**config.mk**
```make
export PLATFORM = sky130hd
export DESIGN_NAME = io_ring_pwr_seq
export DESIGN_NICKNAME = d
export VERILOG_FILES = /design/src/rtl/io_ring_pwr_seq_pkg.sv /design/src/rtl/io_ring_sync2.sv /design/src/rtl/io_ring_pwr_seq.sv
export SDC_FILE = /design/constraint.sdc
export NUM_CORES = 1
export LEC_CHECK = 0
export BUFFER_PORTS_ARGS = -buffer_cell sky130_fd_sc_hd__buf_2
export CAP_MARGIN = 5
export CORE_UTILIZATION = 50
export CTS_CLUSTER_DIAMETER = 120
export DETAILED_ROUTE_END_ITERATION = 16
export GPL_ROUTABILITY_DRIVEN = 0
export GPL_TIMING_DRIVEN = 1
export PLACE_DENSITY_LB_ADDON = 0.1
export RECOVER_POWER = 50
export SLEW_MARGIN = 20
export SYNTH_ARGS = -nofsm -noshare
export SYNTH_HDL_FRONTEND = slang
export SYNTH_SLANG_ARGS = --single-unit
```
**constraint.sdc**
```tcl
create_clock -name clk -period 5.3 [get_ports clk]
set_input_delay 1.325 -clock clk [delete_from_list [all_inputs] [get_ports clk]]
set_output_delay 1.325 -clock clk [all_outputs]
set_load 0.02 [all_outputs]
```
**src/rtl/io_ring_pwr_seq_pkg.sv**
```systemverilog
// rtl/io_ring_pwr_seq_pkg.sv - state encoding and parameter defaults for the IO ring power sequencer
package io_ring_pwr_seq_pkg;

  localparam int NGRP_DEFAULT    = 4;
  localparam int SETTLE_DEFAULT  = 16;
  localparam int TIMEOUT_DEFAULT = 1024;
  localparam int STATE_W         = 3;

  // The enum values are exactly what appears on state_o.
  typedef enum logic [STATE_W-1:0] {
    ST_OFF      = 3'd0,
    ST_WAIT_PG  = 3'd1,
    ST_RAMP     = 3'd2,
    ST_READY    = 3'd3,
    ST_SHUTDOWN = 3'd4,
    ST_FAULT    = 3'd5
  } pwr_state_e;

endpackage

```
**src/rtl/io_ring_sync2.sv**
```systemverilog
// rtl/io_ring_sync2.sv - two-flop synchronizer for the asynchronous VDDIO power-good level
module io_ring_sync2 (
  input  logic clk,
  input  logic rst,
  input  logic d,
  output logic q
);

  logic meta;

  always_ff @(posedge clk) begin
    if (rst) begin
      meta <= 1'b0;
      q    <= 1'b0;
    end else begin
      meta <= d;
      q    <= meta;
    end
  end

endmodule

```
**src/rtl/io_ring_pwr_seq.sv**
```systemverilog
// rtl/io_ring_pwr_seq.sv - IO ring power sequencer: waits for stable VDDIO, ramps pad groups, releases hold
// Counting the first edge that samples req=1 as edge 1 (pg already stable), ready is high after edge 2+SETTLE+NGRP*SETTLE; a WAIT_PG stay of TIMEOUT cycles ends in FAULT.
module io_ring_pwr_seq
  import io_ring_pwr_seq_pkg::*;
#(
  parameter int NGRP    = NGRP_DEFAULT,
  parameter int SETTLE  = SETTLE_DEFAULT,
  parameter int TIMEOUT = TIMEOUT_DEFAULT
) (
  input  logic               clk,
  input  logic               rst,
  input  logic               vddio_ok_a,
  input  logic               req,
  output logic [NGRP-1:0]    grp_en,
  output logic               pad_hold,
  output logic               ready,
  output logic               fault,
  output logic [STATE_W-1:0] state_o
);

  localparam int SW = $clog2(SETTLE + 1);
  localparam int TW = $clog2(TIMEOUT);

  logic            pg;
  pwr_state_e      state_q, state_d;
  logic [SW-1:0]   stable_q, stable_d;
  logic [SW-1:0]   step_q, step_d;
  logic [TW-1:0]   tmo_q, tmo_d;
  logic [NGRP-1:0] grp_en_d;
  logic            pad_hold_d, ready_d, fault_d;
  logic            enter_fault;

  io_ring_sync2 u_pg_sync (
    .clk (clk),
    .rst (rst),
    .d   (vddio_ok_a),
    .q   (pg)
  );

  always_ff @(posedge clk) begin
    if (rst) begin
      state_q  <= ST_OFF;
      stable_q <= '0;
      step_q   <= '0;
      tmo_q    <= '0;
      grp_en   <= '0;
      pad_hold <= 1'b1;
      ready    <= 1'b0;
      fault    <= 1'b0;
    end else begin
      state_q  <= state_d;
      stable_q <= stable_d;
      step_q   <= step_d;
      tmo_q    <= tmo_d;
      grp_en   <= grp_en_d;
      pad_hold <= pad_hold_d;
      ready    <= ready_d;
      fault    <= fault_d;
    end
  end

  assign state_o = state_q;

  // Outputs are computed for the next state, so they land on the same edge as the transition.
  always_comb begin
    state_d     = state_q;
    stable_d    = stable_q;
    step_d      = step_q;
    tmo_d       = tmo_q;
    grp_en_d    = grp_en;
    pad_hold_d  = pad_hold;
    ready_d     = ready;
    fault_d     = fault;
    enter_fault = 1'b0;

    case (state_q)
      ST_OFF: begin
        if (req) begin
          state_d  = ST_WAIT_PG;
          stable_d = '0;
          tmo_d    = '0;
        end
      end

      ST_WAIT_PG: begin
        if (!req) begin
          state_d = ST_OFF;
        end else if (tmo_q == TW'(TIMEOUT - 1)) begin
          enter_fault = 1'b1;
        end else if (pg && stable_q == SW'(SETTLE)) begin
          state_d  = ST_RAMP;
          step_d   = '0;
          grp_en_d = {{(NGRP-1){1'b0}}, 1'b1};
        end else begin
          tmo_d    = tmo_q + TW'(1);
          stable_d = pg ? stable_q + SW'(1) : '0;
        end
      end

      ST_RAMP: begin
        if (!pg) begin
          enter_fault = 1'b1;
        end else if (!req) begin
          state_d = ST_SHUTDOWN;
          step_d  = '0;
        end else if (step_q == SW'(SETTLE - 1)) begin
          step_d = '0;
          if (grp_en[NGRP-1]) begin
            state_d    = ST_READY;
            pad_hold_d = 1'b0;
            ready_d    = 1'b1;
          end else begin
            grp_en_d = {grp_en[NGRP-2:0], 1'b1};
          end
        end else begin
          step_d = step_q + SW'(1);
        end
      end

      ST_READY: begin
        if (!pg) begin
          enter_fault = 1'b1;
        end else if (!req) begin
          state_d    = ST_SHUTDOWN;
          step_d     = '0;
          pad_hold_d = 1'b1;
          ready_d    = 1'b0;
        end
      end

      // The thermometer shifts down one group per settle period; one extra period after the last group.
      ST_SHUTDOWN: begin
        if (!pg) begin
          enter_fault = 1'b1;
        end else if (step_q == SW'(SETTLE - 1)) begin
          step_d = '0;
          if (grp_en == '0) begin
            state_d = ST_OFF;
          end else begin
            grp_en_d = grp_en >> 1;
          end
        end else begin
          step_d = step_q + SW'(1);
        end
      end

      ST_FAULT: begin
        if (!req) begin
          state_d = ST_OFF;
          fault_d = 1'b0;
        end
      end

      default: begin
        state_d = ST_OFF;
      end
    endcase

    if (enter_fault) begin
      state_d    = ST_FAULT;
      grp_en_d   = '0;
      pad_hold_d = 1'b1;
      ready_d    = 1'b0;
      fault_d    = 1'b1;
    end
  end

endmodule

```
==> flow_summary.ini, run 1 <==
[die]
ios = 14
placementRows = 21
chip_height_microns = 63.5
initial_utilization = 0.545
die_width_microns = 63.5
dieArea_sq_mm = 0.00403
core_area_sq_mm = 0.00347

[sta]
maxSlewHeadroom = 0.351
report.final.hold_viol_count = 0
final.setup_skew_ns = 0.00375
fmaxAchievable_mhz = 320
rsz0062_at_grt = no
period_share = 0.589
tightestPinTransition_ns = 0.967
final.setup.tns_ns = 0
report.final.slew_viol_count = 0
finalCriticalPeriod_ns = 3.12
final-setup-viol-count = 0

[min_path]
worst_hold_path_type = flip-flop to flip-flop

[cts]
ctsHtreeMaxLevel = 2
cts.repair.resized = 0
post-cts-setup-buffer-count = 0
cts_root_buffer = sky130_fd_sc_hd__clkbuf_8
clock_sinks = 32
tritoncts_clock_tree = yes
skew_pair_late_insertion_delay_ns = 0.29
cts.hold.buffers_added = 0
ctsLongestPathBuffers = 2
clock_input_transition_at_the_sequential_cells_of_the_worst_setup_and_hold_paths_ns = 0.06
tritoncts.num_buffers = 5

[yosys]
mappedNetlistArea_sq_mm = 0.00189
synth_enable_flop_cells = 0
total_of_warnings_raised_by_yosys = 0
avgSynthCellArea_sq_um = 8.11
synthesis.instances = 233
ys_dominant_reg_cell = sky130_fd_sc_hd__dfxtp_1
mappedNetlistNets = 241
synth-seq-cells = 32
yosysSeqAreaShare = 0.339
synth_async_sr_flop_share = 0
synth.distinct_cells = 55

[global_route]
track_usage = 0.218
first_global_vias = 1493
antenna_found_initial = 0
globalRouteOverflowTotal = 0
grt_max_degree = 25
global_route_wire_length_before_repair_microns = 6910

[power_and_ir_drop]
irDropWorstVdd_mv = 0.145
power_leakage_nw = 0.659
powerDensity_mw_per_mm2 = 231

[route]
first_iter_violations = 154
drt_total_wl_microns = 4130
postRouteAntennaNets = 0
drt-vias-per-instance = 6.13
route.vias.total = 1772
drt_drc_violations_left = 0
drt_pass1_iterations = 4
avgRoutedWirePerCell_microns = 14.3

[final_layout]
n_antenna_cell = 0
final_nets = 250
layout-area-overhead-vs-synth_pct = 6.88
final_common_cell = sky130_fd_sc_hd__dfxtp_1
post_route_cells_drive_above_1_share = 0.0741
utilization = 0.583
most-common-layout-cells = 32 x sky130_fd_sc_hd__dfxtp_1, 26 x sky130_fd_sc_hd__a21oi_1, 17 x sky130_fd_sc_hd__o21ai_0

[setup_path]
critical_path.startpoint_type = input pin
cp-end-kind = flip-flop
timing.critical_path.fanout_max = 12
cp_data_required_time_ns = 5.51
critical_path_arrival_ns = 3.34
path_class = input pin to flip-flop

[place]
detailed_place_hpwl_microns = 2810
buffer_ports.inserted = 13

[run_status]
run_status = completed

[flow_run]
cap_viol_max_count = 0
-- cell type report --
cell class	count	area [sq um]
inverter	10	37.5
sequential	32	641
fill	330	1450
tap	46	57.6
clock buffer	8	90.1
timing repair buffer	13	53.8
multi-input combinational	180	1140
-- cells by family (layout without fill, tap and decap cells) --
group | count (synthesis) | in the layout | share of synthesized area
AND/OR/NAND/NOR | 96 | 96 | 0.310
AO/OA/AOI/OAI | 80 | 80 | 0.276
flip-flops | 32 | 32 | 0.339
buffers and inverters | 21 | 31 | 0.0483
adder cells (fa/ha/maj) | 4 | 4 | 0.0265
-- worst paths after layout --
| path | startpoint | to | slack (ns) | cells after the start |
|---|---|---|---|---|
| worst max-delay path | req | step_q[3]$_SDFFE_PP0P_ | 2.18 | 6 |
| worst min-delay path | u_pg_sync.meta$_SDFF_PP0_ | u_pg_sync.q$_SDFF_PP0_ | 0.46 | 1 |
| worst max register to register | state_o[0]$_SDFFE_PP0P_ | step_q[3]$_SDFFE_PP0P_ | 2.71 | 5 |
| worst min register to register | u_pg_sync.meta$_SDFF_PP0_ | u_pg_sync.q$_SDFF_PP0_ | 0.46 | 1 |
-- routing by layer --
metal  part of all wire  routed length (microns)  vias up  track usage
li1                   -                        -      901            -
met1               0.50                     2080      813        0.309
met2               0.42                     1720       52        0.303
met3              0.063                      262        6       0.0489
met4              0.014                       59        0        0.111
met5                  0                        0        -            0
-- critical path, stage by stage --
cell and delay, ns:
sky130_fd_sc_hd__clkbuf_1 0.34, sky130_fd_sc_hd__nand2_1 0.17, sky130_fd_sc_hd__nor3_1 0.46, sky130_fd_sc_hd__a32oi_1 0.36, sky130_fd_sc_hd__or4b_1 0.54, sky130_fd_sc_hd__a21oi_1 0.14
-- per-stage QoR --
step	total power [W]	area, sq um	hold slack (ns)	worst slack [ns]	cells
2_1_floorplan	0.000272	1890	0.414	2.75	233
3_3_place_gp	0.000278	1960	0.416	2.43	281
5_1_grt	0.000487	2020	0.463	2.08	289
4_1_cts	0.000471	2050	0.457	2.60	289
6_report	0.000466	2020	0.456	2.18	289
3_5_place_dp	0.000278	1960	0.442	2.36	281
-- synthesized netlist by cell type, types with 2 or more instances --
cell type	instances	area [sq um]
sky130_fd_sc_hd__a211oi_2	2	25.0
sky130_fd_sc_hd__o31ai_1	6	45.0
sky130_fd_sc_hd__and4_1	3	26.3
sky130_fd_sc_hd__a31oi_1	3	18.8
sky130_fd_sc_hd__o21ai_0	17	85.1
sky130_fd_sc_hd__ha_1	4	50.1
sky130_fd_sc_hd__buf_4	2	15.0
sky130_fd_sc_hd__a21boi_0	3	22.5
sky130_fd_sc_hd__a22oi_1	3	22.5
sky130_fd_sc_hd__nand2_1	13	48.8
sky130_fd_sc_hd__a21oi_1	26	130
sky130_fd_sc_hd__nor2_1	14	52.6
sky130_fd_sc_hd__clkbuf_1	5	18.8
sky130_fd_sc_hd__o21a_1	4	30.0
sky130_fd_sc_hd__nand4_1	7	43.8
sky130_fd_sc_hd__nand3b_1	3	22.5
sky130_fd_sc_hd__nand3_1	14	70.1
sky130_fd_sc_hd__nor3_2	2	20.0
sky130_fd_sc_hd__or4_1	7	52.6
sky130_fd_sc_hd__dfxtp_1	32	641
sky130_fd_sc_hd__nor3b_1	2	15.0
sky130_fd_sc_hd__nand2b_1	3	18.8
sky130_fd_sc_hd__a21o_1	2	15.0
sky130_fd_sc_hd__buf_2	4	20.0
sky130_fd_sc_hd__inv_1	10	37.5
sky130_fd_sc_hd__nor2b_1	10	62.6
sky130_fd_sc_hd__nor4_1	3	18.8
sky130_fd_sc_hd__nand4b_1	2	17.5
-- state kept, by name (all words and copies together), names as in the netlist, 3 cells and up --
register and cells:
state_o 3, step_q 5, grp_en 4, stable_q 5
tmo_q 10
-- power breakdown --
part | internal (W) | total, W | switching (W) | leakage (nW)
clock | 0.000106 | 0.000194 | 0.0000880 | 0.0455
combinational | 0.00000757 | 0.0000235 | 0.0000160 | 0.355
sequential | 0.000243 | 0.000249 | 0.00000629 | 0.259
(Power assumes the default switching activity.)
==> run 2, diff against run 1 <==
clock period = 3.2 ns   (was 5.3 ns; I/O delays follow)
==> run 2 against run 1 <==
Largest power group unchanged. Routed wire length down 0.46%. Combinational power grew 68%. Via count fell by 1.2%. Sequential power grew 66%. Final area grew 0.93%.
==> flow_summary.ini, run 2 (synthesis results as in run 1) <==
[run_status]
run_status = completed

[final_layout]
n_fill_cell = 347
post_route_cells_drive_above_1_share = 0.0741
final_common_cell = sky130_fd_sc_hd__dfxtp_1
final_nets = 250
layout_top_registers = tmo_q: 10 flops, stable_q: 5 flops, step_q: 5 flops
layout.cell_area.non_filler_sq_mm = 0.00204
n_antenna_cell = 0
most-common-layout-cells = 32 x sky130_fd_sc_hd__dfxtp_1, 26 x sky130_fd_sc_hd__a21oi_1, 17 x sky130_fd_sc_hd__o21ai_0
utilization = 0.588
layout-area-overhead-vs-synth_pct = 7.88
registers.top_by_ff_count = tmo_q
largest_register_ff_count = 10

[cts]
post-cts-setup-buffer-count = 0
ctsLongestPathBuffers = 2
tritoncts_clock_tree = yes
cts.repair.resized = 0
cts_root_buffer = sky130_fd_sc_hd__clkbuf_8
clock_input_transition_at_the_sequential_cells_of_the_worst_setup_and_hold_paths_ns = 0.07
cts.hold.buffers_added = 0
tritoncts.num_buffers = 5
skew_pair_late_insertion_delay_ns = 0.29
clock_sinks = 32
ctsHtreeMaxLevel = 2

[global_route]
antenna_found_initial = 0
global_route_wire_length_before_repair_microns = 7020
first_global_vias = 1552
grt_max_degree = 25
track_usage = 0.219
globalRouteOverflowTotal = 0

[die]
ios = 14
die_width_microns = 63.5
dieArea_sq_mm = 0.00403
chip_height_microns = 63.5
initial_utilization = 0.545
placementRows = 21
core_area_sq_mm = 0.00347

[route]
postRouteAntennaNets = 0
route.vias.total = 1750
avgRoutedWirePerCell_microns = 14.2
drt_pass1_iterations = 4
first_iter_violations = 102
drt-vias-per-instance = 6.06
drt_total_wl_microns = 4110
drt_drc_violations_left = 0

[sta]
finalCriticalPeriod_ns = 2.59
fmaxAchievable_mhz = 386
final-setup-viol-count = 0
report.final.hold_viol_count = 0
rsz0062_at_grt = no
fin_hold_ws_ns = 0.452
final.setup.tns_ns = 0
period_share = 0.810
tightestPinTransition_ns = 0.906
final.setup_skew_ns = 0.00874
maxSlewHeadroom = 0.392
report.final.slew_viol_count = 0

[setup_path]
regToRegStartpoint = state_o[0]$_SDFFE_PP0P_
cp_data_required_time_ns = 3.41
cp-end-kind = flip-flop
crit_path_start = state_o[0]$_SDFFE_PP0P_
critical_path_arrival_ns = 2.80
timing.reg2reg.setup_slack_ns = 0.61
rr_endpoint = step_q[3]$_SDFFE_PP0P_
path_class = flip-flop to flip-flop
ff2ff_path_depth = 5
timing.critical_path.fanout_max = 24
critical_path.startpoint_type = flip-flop

[place]
post_dp_cell_area_sq_mm = 0.00196
buffer_ports.inserted = 13
detailed_place_hpwl_microns = 2860

[power_and_ir_drop]
power_leakage_nw = 0.665
powerDensity_mw_per_mm2 = 409
irDropWorstVdd_mv = 0.301
power_total_w = 0.000833

[min_path]
timing.hold.worst_endpoint = u_pg_sync.q$_SDFF_PP0_
holdCritStartpoint = u_pg_sync.meta$_SDFF_PP0_
holdPathStages = 1
worst_hold_path_type = flip-flop to flip-flop

[flow_run]
cap_viol_max_count = 0
[run 2: critical path: stages, from the launching register on]
cell and delay, ns:
sky130_fd_sc_hd__dfxtp_1 0.81, sky130_fd_sc_hd__nand2_1 0.20, sky130_fd_sc_hd__nor3_1 0.49, sky130_fd_sc_hd__a32oi_2 0.32, sky130_fd_sc_hd__or4b_1 0.52, sky130_fd_sc_hd__a21oi_1 0.16
[run 2: layer usage]
| metal | global-route usage | vias to the layer above | part of all wire |
|---|---|---|---|
| li1 | - | 906 | - |
| met1 | 0.305 | 791 | 0.52 |
| met2 | 0.314 | 45 | 0.41 |
| met3 | 0.0525 | 8 | 0.054 |
| met4 | 0.102 | 0 | 0.017 |
| met5 | 0 | - | 0 |
[run 2: power breakdown]
group / leakage (nW) / internal [W] / total [W] / switching [W]
Sequential: 0.259 / 0.000402 / 0.000413 / 0.0000105
Combinational: 0.351 / 0.0000128 / 0.0000394 / 0.0000266
Clock: 0.0552 / 0.000231 / 0.000381 / 0.000150
Total: 0.665 / 0.000646 / 0.000833 / 0.000188
[run 2: worst max-delay path by stage]
| stage | slack (ns) | cells after the start | endpoint |
|---|---|---|---|
| floorplan | 1.17 | 5 | step_q[3]$_SDFFE_PP0P_ |
| global placement | 0.86 | 6 | step_q[3]$_SDFFE_PP0P_ |
| global route | 0.42 | 5 | step_q[3]$_SDFFE_PP0P_ |
| finish | 0.61 | 5 | step_q[3]$_SDFFE_PP0P_ |
| CTS | 0.87 | 5 | step_q[3]$_SDFFE_PP0P_ |
| detailed placement | 0.75 | 6 | step_q[3]$_SDFFE_PP0P_ |
[run 2: final cells by class]
type / count / area [sq um] / share of cell area
multi-input combinational: 180 / 1140 / 0.561
sequential: 32 / 641 / 0.314
clock buffer: 6 / 72.6 / 0.0356
tap: 46 / 57.6 / 0.0282
timing repair buffer: 13 / 52.6 / 0.0258
inverter: 10 / 37.5 / 0.0184
clock inverter: 2 / 35.0 / 0.0172
[run 2: stage by stage]
step | setup WS (ns) | instances
finish | 0.608 | 289
global route | 0.417 | 289
CTS | 0.867 | 289
detailed placement | 0.753 | 281
global placement | 0.860 | 281
floorplan | 1.17 | 233
==> run 3, diff against run 2 <==
clock period = 2.69 ns   (was 3.2 ns; I/O delays follow)
==> run 3 against run 2 <==
Register-to-register slack worse by 0.17 ns. Global-route usage up 0.34 points. Die area unchanged. Fmax up 15%. Clock power up 22%. Sequential cell count unchanged. Setup slack worse by 0.17 ns. First-iteration DRC count up 110%. Hold slack worse by 0.011 ns. Clock-buffer cell count down 1. Power up 21%. Routed wire length up 4.5%. Critical endpoint is now grp_en[0]$_SDFFE_PP0P_. Largest power group unchanged.
==> flow_summary.ini, run 3 (synthesis results as in run 1) <==
[sta]
final.setup_skew_ns = 0.00306
finalCriticalPeriod_ns = 2.25
report.final.slew_viol_count = 0
maxSlewHeadroom = 0.378
final.setup.tns_ns = 0
final-setup-viol-count = 0
period_share = 0.835
report.final.hold_viol_count = 0
rsz0062_at_grt = no
fmaxAchievable_mhz = 445
tightestPinTransition_ns = 0.928
finalWorstSetupSlack_ns = 0.443

[final_layout]
most-common-layout-cells = 32 x sky130_fd_sc_hd__dfxtp_1, 26 x sky130_fd_sc_hd__a21oi_1, 17 x sky130_fd_sc_hd__o21ai_0
post_route_cells_drive_above_1_share = 0.0972
final_nets = 254
largest_register_ff_count = 10
layout_top_registers = tmo_q: 10 flops, stable_q: 5 flops, step_q: 5 flops
n_antenna_cell = 0
final_common_cell = sky130_fd_sc_hd__dfxtp_1
n_fill_cell = 363
layout.cell_area.non_filler_sq_mm = 0.00208
stdcell_count = 293
layout-area-overhead-vs-synth_pct = 9.79
registers.top_by_ff_count = tmo_q

[cts]
post-cts-setup-buffer-count = 0
tritoncts.num_buffers = 5
ctsHtreeMaxLevel = 2
ctsLongestPathBuffers = 2
cts.repair.resized = 0
clock_sinks = 32
cts_root_buffer = sky130_fd_sc_hd__clkbuf_8
skew_pair_late_insertion_delay_ns = 0.29
cts.hold.buffers_added = 0
clock_input_transition_at_the_sequential_cells_of_the_worst_setup_and_hold_paths_ns = 0.07
tritoncts_clock_tree = yes

[setup_path]
critPathTopFamily = compound AO/OA/AOI/OAI gates
crit_chain = buf_4, or3b_2, a21oi_1, a211oi_1, o21ai_0, o21ai_0
critical-path-max-stage-delay_ns = 0.78
rr_endpoint = grp_en[0]$_SDFFE_PP0P_
critical_path_arrival_ns = 2.47
critical_path.startpoint_type = flip-flop
regToRegStartpoint = state_o[0]$_SDFFE_PP0P_
cp-end-kind = flip-flop
slowest_stage = sky130_fd_sc_hd__a211oi_1
timing.critical_path.mode_cell = sky130_fd_sc_hd__o21ai_0
timing.reg2reg.setup_slack_ns = 0.44
cp_data_required_time_ns = 2.91
critical_path.n_buffers_inverters = 1
path_class = flip-flop to flip-flop
timing.critical_path.fanout_max = 13
ff2ff_path_depth = 6

[die]
initial_utilization = 0.545
die_width_microns = 63.5
ios = 14
dieArea_sq_mm = 0.00403
chip_height_microns = 63.5
core_area_sq_mm = 0.00347
placementRows = 21

[place]
post_dp_cell_area_sq_mm = 0.00199
worst_case_setup_slack_after_placement_ns = 0.416
buffer_ports.inserted = 13
detailed_place_hpwl_microns = 2980
dpl.cell_count = 285

[min_path]
worst_hold_path_type = flip-flop to flip-flop
timing.hold.worst_endpoint = u_pg_sync.q$_SDFF_PP0_
holdPathStages = 1
holdCritStartpoint = u_pg_sync.meta$_SDFF_PP0_

[global_route]
first_global_vias = 1502
global_route_wire_length_before_repair_microns = 7130
track_usage = 0.223
grt_max_degree = 22
antenna_found_initial = 0
globalRouteOverflowTotal = 0

[route]
route.vias.total = 1730
postRouteAntennaNets = 0
drt_total_wl_microns = 4300
drt_pass1_iterations = 5
drt_drc_violations_left = 0
drt-vias-per-instance = 5.90
avgRoutedWirePerCell_microns = 14.7
first_iter_violations = 215

[power_and_ir_drop]
power_leakage_nw = 0.688
irDropWorstVdd_mv = 0.253
powerDensity_mw_per_mm2 = 485

[flow_run]
cap_viol_max_count = 0

[run_status]
run_status = completed
run 3: routing by layer:
layer / routed length [microns] / vias up / GRT usage
li1: - / 911 / -
met2: 1870 / 34 / 0.335
met1: 2190 / 779 / 0.307
met4: 71 / 0 / 0.0852
met5: 0 / - / 0
met3: 161 / 6 / 0.0489
run 3: how the worst max path moves through the flow:
| stage | startpoint | depth (start not counted) | to | slack [ns] |
|---|---|---|---|---|
| after global placement | req | 6 | step_q[3]$_SDFFE_PP0P_ | 0.49 |
| final | state_o[0]$_SDFFE_PP0P_ | 6 | grp_en[0]$_SDFFE_PP0P_ | 0.44 |
| after floorplan | req | 5 | step_q[3]$_SDFFE_PP0P_ | 0.79 |
| after detailed placement | req | 6 | step_q[3]$_SDFFE_PP0P_ | 0.42 |
| after global routing | state_o[0]$_SDFFE_PP0P_ | 6 | grp_en[0]$_SDFFE_PP0P_ | 0.20 |
| after CTS | tmo_q[0]$_SDFFE_PP0P_ | 6 | tmo_q[8]$_SDFFE_PP0P_ | 0.61 |
run 3: cell type report:
| cell class | count | area (sq um) | share of cell area |
|---|---|---|---|
| clock inverter | 3 | 42.5 | 0.0205 |
| clock buffer | 5 | 68.8 | 0.0332 |
| tap | 46 | 57.6 | 0.0277 |
| timing repair buffer | 17 | 82.6 | 0.0398 |
| sequential | 32 | 641 | 0.309 |
| inverter | 10 | 37.5 | 0.0181 |
| multi-input combinational | 180 | 1150 | 0.552 |
run 3: per-stage QoR:
step	hold WS, ns	utilization	power, W
finish	0.441	0.598	0.00101
global route	0.466	0.598	0.00104
detailed placement	0.430	0.574	0.000553
floorplan	0.414	-	0.000536
CTS	0.447	0.606	0.00102
global placement	0.417	0.574	0.000552
run 3: report_power, final:
part	leakage [nW]	total [W]	switching [W]	internal, W
Combinational	0.375	0.0000559	0.0000376	0.0000183
Sequential	0.259	0.000486	0.00000773	0.000478
Clock	0.0541	0.000464	0.000190	0.000274
